==> src/rtl/pulp_sync_edge_filter.sv <==
// Multi-channel input synchroniser with a programmable stability filter,
// registered edge pulses and sticky rising/falling event flags.
module pulp_sync_edge_filter #(
  parameter int unsigned NUM_CH = 4,
  parameter int unsigned STAGES = 2,
  parameter int unsigned FILT_W = 4
) (
  input  logic              clk,
  input  logic              rstn_i,
  input  logic              en_i,
  input  logic [FILT_W-1:0] filt_len_i,
  input  logic [NUM_CH-1:0] serial_i,
  input  logic [NUM_CH-1:0] evt_mask_i,
  input  logic [NUM_CH-1:0] clr_i,
  output logic [NUM_CH-1:0] level_o,
  output logic [NUM_CH-1:0] r_edge_o,
  output logic [NUM_CH-1:0] f_edge_o,
  output logic [NUM_CH-1:0] pend_r_o,
  output logic [NUM_CH-1:0] pend_f_o,
  output logic              irq_o
);

  for (genvar ch = 0; ch < NUM_CH; ch++) begin : g_ch
    logic [STAGES-1:0] sync_q;
    logic [FILT_W-1:0] cnt_q, cnt_d;
    logic              level_q, level_d;
    logic              r_edge_q, r_edge_d;
    logic              f_edge_q, f_edge_d;
    logic              pend_r_q, pend_f_q;
    logic              s;

    // The synchroniser runs regardless of en_i so it is already settled when filtering resumes.
    always_ff @(posedge clk or negedge rstn_i) begin
      if (!rstn_i) sync_q <= '0;
      else         sync_q <= {sync_q[STAGES-2:0], serial_i[ch]};
    end

    assign s = sync_q[STAGES-1];

    always_comb begin
      cnt_d    = cnt_q;
      level_d  = level_q;
      r_edge_d = 1'b0;
      f_edge_d = 1'b0;
      if (en_i) begin
        if (s == level_q) begin
          cnt_d = '0;
        end else if (cnt_q >= filt_len_i) begin
          level_d  = s;
          cnt_d    = '0;
          r_edge_d = s;
          f_edge_d = ~s;
        end else begin
          cnt_d = cnt_q + 1'b1;
        end
      end
    end

    // Sticky flags: a new edge in the same cycle as a clear keeps the flag set.
    always_ff @(posedge clk or negedge rstn_i) begin
      if (!rstn_i) begin
        cnt_q    <= '0;
        level_q  <= 1'b0;
        r_edge_q <= 1'b0;
        f_edge_q <= 1'b0;
        pend_r_q <= 1'b0;
        pend_f_q <= 1'b0;
      end else begin
        cnt_q    <= cnt_d;
        level_q  <= level_d;
        r_edge_q <= r_edge_d;
        f_edge_q <= f_edge_d;
        pend_r_q <= r_edge_d | (pend_r_q & ~clr_i[ch]);
        pend_f_q <= f_edge_d | (pend_f_q & ~clr_i[ch]);
      end
    end

    assign level_o[ch]  = level_q;
    assign r_edge_o[ch] = r_edge_q;
    assign f_edge_o[ch] = f_edge_q;
    assign pend_r_o[ch] = pend_r_q;
    assign pend_f_o[ch] = pend_f_q;
  end

  assign irq_o = |((pend_r_o | pend_f_o) & evt_mask_i);

endmodule

==> config.mk <==
export PLATFORM = sky130hd
export DESIGN_NAME = pulp_sync_edge_filter
export DESIGN_NICKNAME = d
export VERILOG_FILES = /design/src/rtl/pulp_sync_edge_filter.sv
export SDC_FILE = /design/constraint.sdc
export NUM_CORES = 1
export LEC_CHECK = 0
export ABC_AREA = 1
export BUFFER_PORTS_ARGS = -buffer_cell sky130_fd_sc_hd__buf_4
export CAP_MARGIN = 20
export CORE_ASPECT_RATIO = 0.7
export CORE_UTILIZATION = 50
export CTS_CLUSTER_SIZE = 14
export DETAILED_ROUTE_END_ITERATION = 16
export GPL_TIMING_DRIVEN = 0
export PLACE_DENSITY = 0.72
export RECOVER_POWER = 100
export SYNTH_ARGS = -nofsm -noshare
export SYNTH_HDL_FRONTEND = slang
export SYNTH_SLANG_ARGS = --single-unit
==> constraint.sdc <==
create_clock -name clk -period 4.2 [get_ports clk]
set_clock_uncertainty 0.1 [all_clocks]
set_input_delay 0.84 -clock clk [delete_from_list [all_inputs] [get_ports clk]]
set_output_delay 0.84 -clock clk [all_outputs]
set_load 0.05 [all_outputs]
==> results of run 1 <==
## power by group through the flow
stage / sequential, mW / clock [mW] / combinational, mW
global placement: 0.595 / 0 / 0.632
floorplan: 0.575 / 0 / 0.506
global route: 0.604 / 0.344 / 0.679
finish: 0.594 / 0.320 / 0.597
detailed placement: 0.600 / 0 / 0.647
CTS: 0.592 / 0.326 / 0.653
## per-layer routing
| layer | part of all wire | global-route usage |
|---|---|---|
| met5 | 0 | 0 |
| met4 | 0.0095 | 0.0500 |
| met3 | 0.043 | 0.0442 |
| met2 | 0.46 | 0.298 |
| met1 | 0.49 | 0.277 |
## through the flow
step,worst slack (ps),power (mW)
2_1_floorplan,1870,1.08
3_3_place_gp,1850,1.23
3_5_place_dp,1840,1.25
4_1_cts,1840,1.57
5_1_grt,944,1.63
6_report,1530,1.51
## logic make-up after synthesis
family	Yosys count	synth area share
xor gates and xnor gates	4	0.0141
and+or+nand+nor	144	0.275
DFF	44	0.442
buffers and inverters	62	0.127
adders and majority gates	20	0.101
AOI/OAI and AO/OA	17	0.0407
## final timing paths
check | to | startpoint | cells after the start | slack, ps
setup / recovery | g_ch[1].cnt_q[1]$_DFFE_PN0P_ | rstn_i | 1 | 1530
hold / removal | g_ch[1].sync_q[1]$_DFF_PN0_ | g_ch[1].sync_q[0]$_DFF_PN0_ | 0 | 250
setup reg to reg | g_ch[0].level_q$_DFFE_PN0P_ | g_ch[0].cnt_q[3]$_DFFE_PN0P_ | 5 | 2480
hold reg to reg | g_ch[1].sync_q[1]$_DFF_PN0_ | g_ch[1].sync_q[0]$_DFF_PN0_ | 0 | 250
max in group clk | irq_o | evt_mask_i[1] | 4 | 1630
min in group asynchronous | g_ch[3].cnt_q[3]$_DFFE_PN0P_ | rstn_i | 1 | 1140
## flip-flops by register name, summed over array words and instances (netlist names)
register / flops
g_ch.pend_r_q: 4
g_ch.r_edge_q: 4
g_ch.level_q: 4
g_ch.cnt_q: 16
g_ch.pend_f_q: 4
g_ch.sync_q: 8
g_ch.f_edge_q: 4
## cells in the final DEF, fill, tap and decap left out, drive strengths merged
master    n
nand4    16
nand2   104
xor2      4
a21oi     4
inv      39
nor2      8
clkinv    2
o21ai     9
ha       20
nand3    12
bufinv    1
buf      33
clkbuf   33
nand3b    4
o22ai     4
dfrtp    44
## cell type report
cell class                 instances  area [µm²]  share of cell area
buffer                            22         166              0.0586
clock buffer                       6        72.6              0.0256
clock inverter                     2        35.0              0.0123
inverter                          40         150              0.0529
multi-input combinational        185        1030               0.361
sequential                        44        1100               0.388
tap                               69        86.3              0.0304
timing repair buffer              38         203              0.0714
==> out/summary.txt, run 1 <==
====================================================================================================
H-tree depth ..........................................................................            2
Detailed-placement wirelength estimate ................................................      3.35 mm
Total number of vias ..................................................................         1928
Register bit count reported by yosys ..................................................           44
Family with the most delay on the worst path .......................................... buffers and inverters
Outcome ............................................................................... finished with violations
Maxcap violations .....................................................................            1
Proportion of power drawn by the clock network ........................................        0.212
Sinks on the clock net ................................................................           44
Final cycle utilization of the critical path ..........................................        0.637
Library cell with the largest summed area after synthesis ............................. sky130_fd_sc_hd__dfrtp_1
Kind of path behind the tightest hold check ........................................... register to register
Pin slew with the least headroom to its limit .........................................      2340 ps
Area Overhead vs Synth ................................................................        14.1%
Height of the die .....................................................................      61.0 µm
Average routed wire per standard cell .................................................      11.4 µm
Ratio of cells with drive above 1 in the final layout .................................        0.157
Shortest period the worst path allows .................................................      2670 ps
Worst hold margin .....................................................................       252 ps
Fraction of power spent switching nets ................................................        0.415
Number of placed instances with taps included .........................................          398
Clock Path Buffers ....................................................................            2
Die ar. ...............................................................................     5270 µm²
Warnings from Yosys ...................................................................            0
Part of the total power dissipated in sequential elements .............................        0.393
CTS tree ..............................................................................         done
Overall fraction of global-route tracks in use ........................................        0.192
Ys async rst share ....................................................................         1.00
Synth area leaders .................................................................... sky130_fd_sc_hd__dfrtp_1, sky130_fd_sc_hd__nand2_1, sky130_fd_sc_hd__ha_1
TritonCTS Buffers .....................................................................            5
Biggest fanout along the worst timing path ............................................           44
List of cells traversed by the critical path ..........................................     clkbuf_1
Count of pins over their slew limit ...................................................           45
Standard cell area after detailed placement ...........................................     2860 µm²
Buffers & Inverters on Critical Path ..................................................            1
Insertion delay to the later sink of the worst-skew pair ..............................       300 ps
Antenna cell count ....................................................................            0
Final core utilization ................................................................        0.594
Synthesized area ......................................................................     2490 µm²
Power Density .........................................................................   532 nW/µm²
IO buf count ..........................................................................           38
Dominant cell by count in the synthesized netlist ..................................... sky130_fd_sc_hd__nand2_1
Final hold violation count ............................................................            0
Residual DRC ..........................................................................            0
Routed Antenna Nets ...................................................................            0
Clock-pin slew reported for the worst setup and hold paths after clock tree synthesis .        80 ps
Power dissipated by switching net loads ...............................................     0.626 mW
Net count reported at finish ..........................................................          375
Total grt overflow ....................................................................            0
Category of the critical setup timing path ............................................ input pin to asynchronous set/reset pin
First-pass GRT wire length ............................................................      7.71 mm
Crit path arrival time ................................................................      2500 ps
Fmax ..................................................................................      374 MHz
Syn_nets ..............................................................................          330
Post-synthesis sequential area ratio ..................................................        0.442
Resized Gates After CTS ...............................................................            0
Distinct cells, synth .................................................................           21
Required arrival time at the worst endpoint ...........................................      4030 ps
Floorplan Core Area ...................................................................     4780 µm²
Combinational share of power ..........................................................        0.395
Routed wire length ....................................................................      4.65 mm
Placer's final routability congestion estimate ........................................        0.815
Internal portion of total power .......................................................     0.884 mW
Total I/O pin count ...................................................................           40
EDFF count, synth .....................................................................            0
Number of cells produced by synthesis .................................................          291
Clk Tree Root Cell .................................................................... sky130_fd_sc_hd__clkbuf_8
Most used standard cells in the synthesized netlist ................................... sky130_fd_sc_hd__nand2_1, sky130_fd_sc_hd__dfrtp_1, sky130_fd_sc_hd__inv_1, sky130_fd_sc_hd__buf_4, sky130_fd_sc_hd__ha_1
Post-CTS Setup Repair Bufs ............................................................            0
Worst VDD drop ........................................................................   0.000252 V
Count of filler cells inserted in the layout ..........................................          445
Top_reg_cell synth .................................................................... sky130_fd_sc_hd__dfrtp_1
Number of global-route vias before repair .............................................         1687
CP Capture Type ....................................................................... asynchronous set/reset pin
RSZ-0062 raised after global routing ..................................................        false
Slowest Stage Delay on Critical Path ..................................................      1630 ps
Violated checks ....................................................................... capacitance limit, slew limit
First drt pass iteration count ........................................................            4
Die X .................................................................................      86.3 µm
Startpoint type of the worst setup path ...............................................    input pin
Core Rows .............................................................................           21
Post-CTS Hold Buffers .................................................................            0
Final TNS setup .......................................................................         0 ps
Number of non-filler instances in the completed layout ................................          406
Number of antenna violations at the first check in global routing .....................            0
Critical-path top delay cell .......................................................... sky130_fd_sc_hd__clkbuf_1
Top-area cell type share of the netlist area ..........................................        0.442
Final setup violation count ...........................................................            0
Maximum number of pins on one net before global-route repair ..........................           45
Post-route design area ................................................................     2840 µm²
Post-synthesis area per instance ......................................................     8.56 µm²
Relative slew slack ...................................................................       -0.561
Mean number of vias per cell ..........................................................         4.75
Leakage power summed over all cells ...................................................      1.65 nW
Starting density of the core ..........................................................        0.521
Number of design-rule violations left by the first detailed-router iteration ..........           71
====================================================================================================
Note: power is estimated with default switching activity, not from simulation.
==> inputs of run 2 (changes only) <==
clock period = 2.68 ns   (was 4.2 ns; I/O delays follow)
==> out/summary.txt, run 2 (synthesized netlist as in run 1, its figures left out) <==
====================================================================================================
Post-route design area ................................................................     2840 µm²   about the same
CP Capture Type .......................................................................  output port
List of cells traversed by the critical path .......................................... o21ai_0 > nand4_1 > clkbuf_1
Number of antenna violations at the first check in global routing .....................            0   unchanged
Worst hold margin .....................................................................       252 ps   unchanged
Family with the most delay on the worst path ..........................................   flip-flops
Category of the critical setup timing path ............................................ register to output port
Number of non-filler instances in the completed layout ................................          406   unchanged
Net count reported at finish ..........................................................          375   unchanged
Commonest cells after routing, fill and taps aside .................................... sky130_fd_sc_hd__nand2_1, sky130_fd_sc_hd__dfrtp_1, sky130_fd_sc_hd__inv_1
Power Density .........................................................................   833 nW/µm²   +57%
Number of design-rule violations left by the first detailed-router iteration ..........           69   -2.8%
Shortest period the worst path allows .................................................      2060 ps
Overall fraction of global-route tracks in use ........................................        0.192   unchanged
Required arrival time at the worst endpoint ...........................................      2040 ps   -1990 ps
Number of global-route vias before repair .............................................         1687   unchanged
Fmax ..................................................................................      484 MHz
Clock Path Buffers ....................................................................            2   unchanged
Number of placed instances with taps included .........................................          398   unchanged
Worst Setup Slack post-DPL ............................................................       735 ps   -1100 ps
Placer's final routability congestion estimate ........................................        0.815   unchanged
Worst VDD drop ........................................................................   0.000394 V   +57%
Insertion delay to the later sink of the worst-skew pair ..............................       300 ps   about the same
Core Rows .............................................................................           21   unchanged
H-tree depth ..........................................................................            2   unchanged
Mean number of vias per cell ..........................................................         4.75   about the same
Post-CTS Hold Buffers .................................................................            0   unchanged
Detailed-placement wirelength estimate ................................................      3.35 mm   unchanged
Largest reg by FF count ...............................................................   g_ch.cnt_q
Residual DRC ..........................................................................            0   unchanged
Antenna cell count ....................................................................            0   unchanged
Clk Tree Root Cell .................................................................... sky130_fd_sc_hd__clkbuf_8
Leakage power summed over all cells ...................................................      1.66 nW   +0.18%
Clock-pin slew reported for the worst setup and hold paths after clock tree synthesis .        80 ps   about the same
Final core utilization ................................................................        0.594   about the same
First drt pass iteration count ........................................................            4   unchanged
First-pass GRT wire length ............................................................      7.71 mm   unchanged
Count of filler cells inserted in the layout ..........................................          444   -0.22%
Resized Gates After CTS ...............................................................            0   unchanged
Sinks on the clock net ................................................................           44   unchanged
Final cycle utilization of the critical path ..........................................        0.770
Startpoint type of the worst setup path ...............................................     register
Average routed wire per standard cell .................................................      11.4 µm   about the same
Largest registers ..................................................................... g_ch.cnt_q (16), g_ch.sync_q (8)
TritonCTS Buffers .....................................................................            5   unchanged
Maximum number of pins on one net before global-route repair ..........................           45   unchanged
Kind of path behind the tightest hold check ........................................... register to register
Die ar. ...............................................................................     5270 µm²   unchanged
RSZ-0062 raised after global routing ..................................................        false
Total I/O pin count ...................................................................           40   unchanged
IO buf count ..........................................................................           38   unchanged
CTS tree ..............................................................................         done
Height of the die .....................................................................      61.0 µm   unchanged
Slowest Stage Delay on Critical Path ..................................................       400 ps   -1230 ps
Total power after layout ..............................................................      2.37 mW   +57%
Critical-path top delay cell .......................................................... sky130_fd_sc_hd__dfrtp_1
Buffers & Inverters on Critical Path ..................................................            1   unchanged
Final hold violation count ............................................................            0   unchanged
Final setup violation count ...........................................................            0   unchanged
Biggest fanout along the worst timing path ............................................            3   -93%
Standard cell area after detailed placement ...........................................     2860 µm²   unchanged
Outcome ............................................................................... finished, final reports clean
Area of combinational cells with multiple inputs ......................................     1030 µm²   unchanged
Total number of vias ..................................................................         1927   -0.052%
Area occupied by registers ............................................................     1100 µm²   unchanged
Starting density of the core ..........................................................        0.521   unchanged
Post-CTS Setup Repair Bufs ............................................................            0   unchanged
Flip-flop count of the largest register, all copies and words added ...................           16   unchanged
Ratio of cells with drive above 1 in the final layout .................................        0.160   +0.00297
Routed wire length ....................................................................      4.65 mm   about the same
Die X .................................................................................      86.3 µm   unchanged
Total grt overflow ....................................................................            0   unchanged
Relative slew slack ...................................................................        0.272   +0.832
Area Overhead vs Synth ................................................................        14.1%   about the same
Routed Antenna Nets ...................................................................            0   unchanged
Leading cell type in the layout, fill and taps excluded ............................... sky130_fd_sc_hd__nand2_1
Floorplan Core Area ...................................................................     4780 µm²   unchanged
Pin slew with the least headroom to its limit .........................................      1090 ps   -1250 ps
Final Worst Setup Slack ...............................................................       616 ps   -910 ps
Maxcap violations .....................................................................            0   -1
Count of pins over their slew limit ...................................................            0   -100%
Crit path arrival time ................................................................      1430 ps   -1070 ps
Final TNS setup .......................................................................         0 ps   unchanged
====================================================================================================
-- run 2: cell counts in the layout (fill, tap and decap cells not counted) --
No cell type changed its count.
-- run 2: final cells by class --
class	count	area share
flip-flops and latches	44	0.387
multi-input cells	185	0.361
repair buffers	38	0.0718
plain buffers	22	0.0586
inverters	40	0.0528
well taps	69	0.0304
clock buffers	6	0.0255
clock inverters	2	0.0123
-- run 2: power by group --
| part | leakage [nW] | switching (mW) | internal, mW |
|---|---|---|---|
| Sequential | 0.580 | 0.141 | 0.789 |
| Clock | 0.0552 | 0.225 | 0.277 |
| Combinational | 1.02 | 0.616 | 0.319 |
-- run 2: per-layer routing --
metal | part of all wire | GRT usage | vias to the layer above
met5 | 0 | 0 | -
met4 | 0.0095 | 0.0500 | 0
met3 | 0.043 | 0.0442 | 7
met2 | 0.46 | 0.298 | 42
met1 | 0.49 | 0.277 | 883
li1 | - | - | 995
-- run 2: path summary, 6_finish.rpt --
check                                               endpoint                         start  slack (ps)  depth (start not counted)
worst max-delay path                                   irq_o    g_ch[1].pend_f_q$_DFF_PN0_         620                          3
worst min-delay path             g_ch[1].sync_q[1]$_DFF_PN0_   g_ch[1].sync_q[0]$_DFF_PN0_         250                          0
worst max register to register   g_ch[0].level_q$_DFFE_PN0P_  g_ch[0].cnt_q[3]$_DFFE_PN0P_         960                          5
worst min register to register   g_ch[1].sync_q[1]$_DFF_PN0_   g_ch[1].sync_q[0]$_DFF_PN0_         250                          0
max in group asynchronous       g_ch[1].cnt_q[1]$_DFFE_PN0P_                        rstn_i        1480                          1
min in group asynchronous       g_ch[1].cnt_q[3]$_DFFE_PN0P_                        rstn_i         330                          1
==> inputs of run 3 (changes only) <==
clock period = 1.91 ns   (was 2.68 ns; I/O delays follow)
==> out/summary.txt, run 3 (synthesized netlist as in run 1, its figures left out) <==
====================================================================================================
Worst VDD drop ........................................................................   0.000557 V   +41%
Sinks on the clock net ................................................................           44   unchanged
Largest registers ..................................................................... g_ch.cnt_q (16), g_ch.sync_q (8)
Maximum number of pins on one net before global-route repair ..........................           45   unchanged
Commonest cells after routing, fill and taps aside .................................... sky130_fd_sc_hd__nand2_1, sky130_fd_sc_hd__dfrtp_1, sky130_fd_sc_hd__inv_1
Internal portion of total power .......................................................      1.97 mW   +42%
Height of the die .....................................................................      61.0 µm   unchanged
Number of placed instances with taps included .........................................          398   unchanged
Part of the total power dissipated in sequential elements .............................        0.389   -0.004
Power dissipated by switching net loads ...............................................      1.38 mW   +41%
Flip-flop count of the largest register, all copies and words added ...................           16   unchanged
Met3 global-route usage ...............................................................       0.0442   unchanged
Leading cell type in the layout, fill and taps excluded ............................... sky130_fd_sc_hd__nand2_1
Overall fraction of global-route tracks in use ........................................        0.193   +0.000301
Total number of vias ..................................................................         1926   -0.052%
Detailed-placement wirelength estimate ................................................      3.35 mm   unchanged
Worst hold margin .....................................................................       107 ps   -145 ps
Met2 Usage GRT ........................................................................        0.300   +0.00227
Post-CTS Hold Buffers .................................................................            1   +1
RSZ-0062 raised after global routing ..................................................        false
Count of filler cells inserted in the layout ..........................................          439   -1.1%
Clk Tree Root Cell .................................................................... sky130_fd_sc_hd__clkbuf_8
First drt pass iteration count ........................................................            4   unchanged
Number of cells traversed by the worst register-to-register path ......................            5   unchanged
First-pass GRT wire length ............................................................      7.73 mm   +0.18%
H-tree depth ..........................................................................            2   unchanged
Fraction of power spent switching nets ................................................        0.412   -0.00312
Post-CTS Setup Repair Bufs ............................................................            0   unchanged
Routed wire length ....................................................................      4.62 mm   -0.69%
Final cycle utilization of the critical path ..........................................        0.947
Count of pins over their slew limit ...................................................            0   unchanged
Number of antenna violations at the first check in global routing .....................            0   unchanged
Startpoint type of the worst setup path ...............................................     register
IO buf count ..........................................................................           38   unchanged
Final hold violation count ............................................................            0   unchanged
Number of global-route vias before repair .............................................         1688   +0.059%
Placer's final routability congestion estimate ........................................        0.815   unchanged
Kind of path behind the tightest hold check ........................................... input pin to register
Residual DRC ..........................................................................            0   unchanged
Total I/O pin count ...................................................................           40   unchanged
Worst Setup Slack post-DPL ............................................................       119 ps   -616 ps
Met1 Usage GRT ........................................................................        0.276   -0.000856
Starting density of the core ..........................................................        0.521   unchanged
Number of design-rule violations left by the first detailed-router iteration ..........           72   +4.3%
Critical register-to-register path endpoint ........................................... g_ch[0].level_q$_DFFE_PN0P_
Hold Startpoint .......................................................................  serial_i[0]
Combinational share of power ..........................................................        0.401   +0.006
Die X .................................................................................      86.3 µm   unchanged
Core Rows .............................................................................           21   unchanged
Post-route design area ................................................................     2870 µm²   +1.0%
Power Density .........................................................................  1170 nW/µm²   +40%
Final Worst Setup Slack ...............................................................       101 ps   -515 ps
Worst reg2reg path startpoint ......................................................... g_ch[0].cnt_q[3]$_DFFE_PN0P_
Clock-pin slew reported for the worst setup and hold paths after clock tree synthesis .        80 ps   about the same
Crit path arrival time ................................................................      1330 ps   -100 ps
CP Capture Type .......................................................................  output port
Maxcap violations .....................................................................            0   unchanged
Largest reg by FF count ...............................................................   g_ch.cnt_q
Fmax ..................................................................................      553 MHz
Outcome ............................................................................... finished, final reports clean
Antenna cell count ....................................................................            0   unchanged
Total grt overflow ....................................................................            0   unchanged
Average routed wire per standard cell .................................................      11.3 µm   -0.93%
Area occupied by registers ............................................................     1100 µm²   unchanged
Area Overhead vs Synth ................................................................        15.3%
Pin slew with the least headroom to its limit .........................................      1080 ps   -9.61 ps
Flop2flop setup slack .................................................................       190 ps   -770 ps
Most Used Layer, Global Route .........................................................         met2
Required arrival time at the worst endpoint ...........................................      1430 ps   -610 ps
Resized Gates After CTS ...............................................................            0   unchanged
Area of combinational cells with multiple inputs ......................................     1030 µm²   unchanged
Net count reported at finish ..........................................................          376   +0.27%
Category of the critical setup timing path ............................................ register to output port
Final setup violation count ...........................................................            0   unchanged
Relative slew slack ...................................................................        0.278   +0.00640
Standard cell area after detailed placement ...........................................     2860 µm²   unchanged
Die ar. ...............................................................................     5270 µm²   unchanged
Clock Path Buffers ....................................................................            2   unchanged
Floorplan Core Area ...................................................................     4780 µm²   unchanged
Insertion delay to the later sink of the worst-skew pair ..............................       300 ps   about the same
Biggest fanout along the worst timing path ............................................            3   unchanged
Hold EP ............................................................................... g_ch[0].sync_q[0]$_DFF_PN0_
Number of non-filler instances in the completed layout ................................          407   +0.25%
CTS tree ..............................................................................         done
TritonCTS Buffers .....................................................................            5   unchanged
Shortest period the worst path allows .................................................      1810 ps
Proportion of power drawn by the clock network ........................................        0.210   -0.002
Final TNS setup .......................................................................         0 ps   unchanged
Routed Antenna Nets ...................................................................            0   unchanged
Leakage power summed over all cells ...................................................      1.71 nW   +2.9%
Number of cells on the worst hold path ................................................            1   +1
Mean number of vias per cell ..........................................................         4.73   -0.30%
Ratio of cells with drive above 1 in the final layout .................................        0.198   +0.0380
====================================================================================================
-- run 3: metrics by stage --
stage,utilization,total power [mW]
after floorplan,-,2.38
after global placement,0.598,2.70
after detailed placement,0.598,2.74
after CTS,0.623,3.46
after global routing,0.600,3.61
final,0.600,3.35
-- run 3: layout make-up --
cell class,instances,share of cell area
Timing Repair Buffer,39,0.0811
Inverter,40,0.0523
Multi-Input combinational cell,185,0.357
Buffer,22,0.0580
Clock inverter,2,0.0122
Sequential cell,44,0.384
Clock buffer,6,0.0253
Tap cell,69,0.0301
-- run 3: how the worst max path moves through the flow --
stage / startpoint / endpoint / slack [ps]
finish: g_ch[1].pend_f_q$_DFF_PN0_ / irq_o / 100
global route: g_ch[1].pend_f_q$_DFF_PN0_ / irq_o / 4
CTS: g_ch[1].pend_f_q$_DFF_PN0_ / irq_o / 70
detailed placement: filt_len_i[3] / g_ch[3].level_q$_DFFE_PN0P_ / 120
global placement: filt_len_i[3] / g_ch[3].pend_r_q$_DFF_PN0_ / 100
floorplan: g_ch[0].pend_f_q$_DFF_PN0_ / irq_o / 420
-- run 3: critical path, stage by stage, from the launching register on --
cell and delay [ps]:
sky130_fd_sc_hd__dfrtp_1 400, sky130_fd_sc_hd__o21ai_0 290, sky130_fd_sc_hd__nand4_1 130, sky130_fd_sc_hd__buf_4 210
-- run 3: metal layers --
metal | part of all wire | vias up
li1 | - | 998
met1 | 0.49 | 885
met2 | 0.46 | 36
met3 | 0.040 | 7
met4 | 0.0095 | 0
met5 | 0 | -
-- run 3: power groups by stage --
stage | clock, mW | sequential, mW | combinational (mW)
CTS | 0.717 | 1.30 | 1.44
finish | 0.705 | 1.30 | 1.34
global route | 0.756 | 1.33 | 1.52
detailed placement | 0 | 1.32 | 1.42
floorplan | 0 | 1.26 | 1.11
global placement | 0 | 1.31 | 1.39
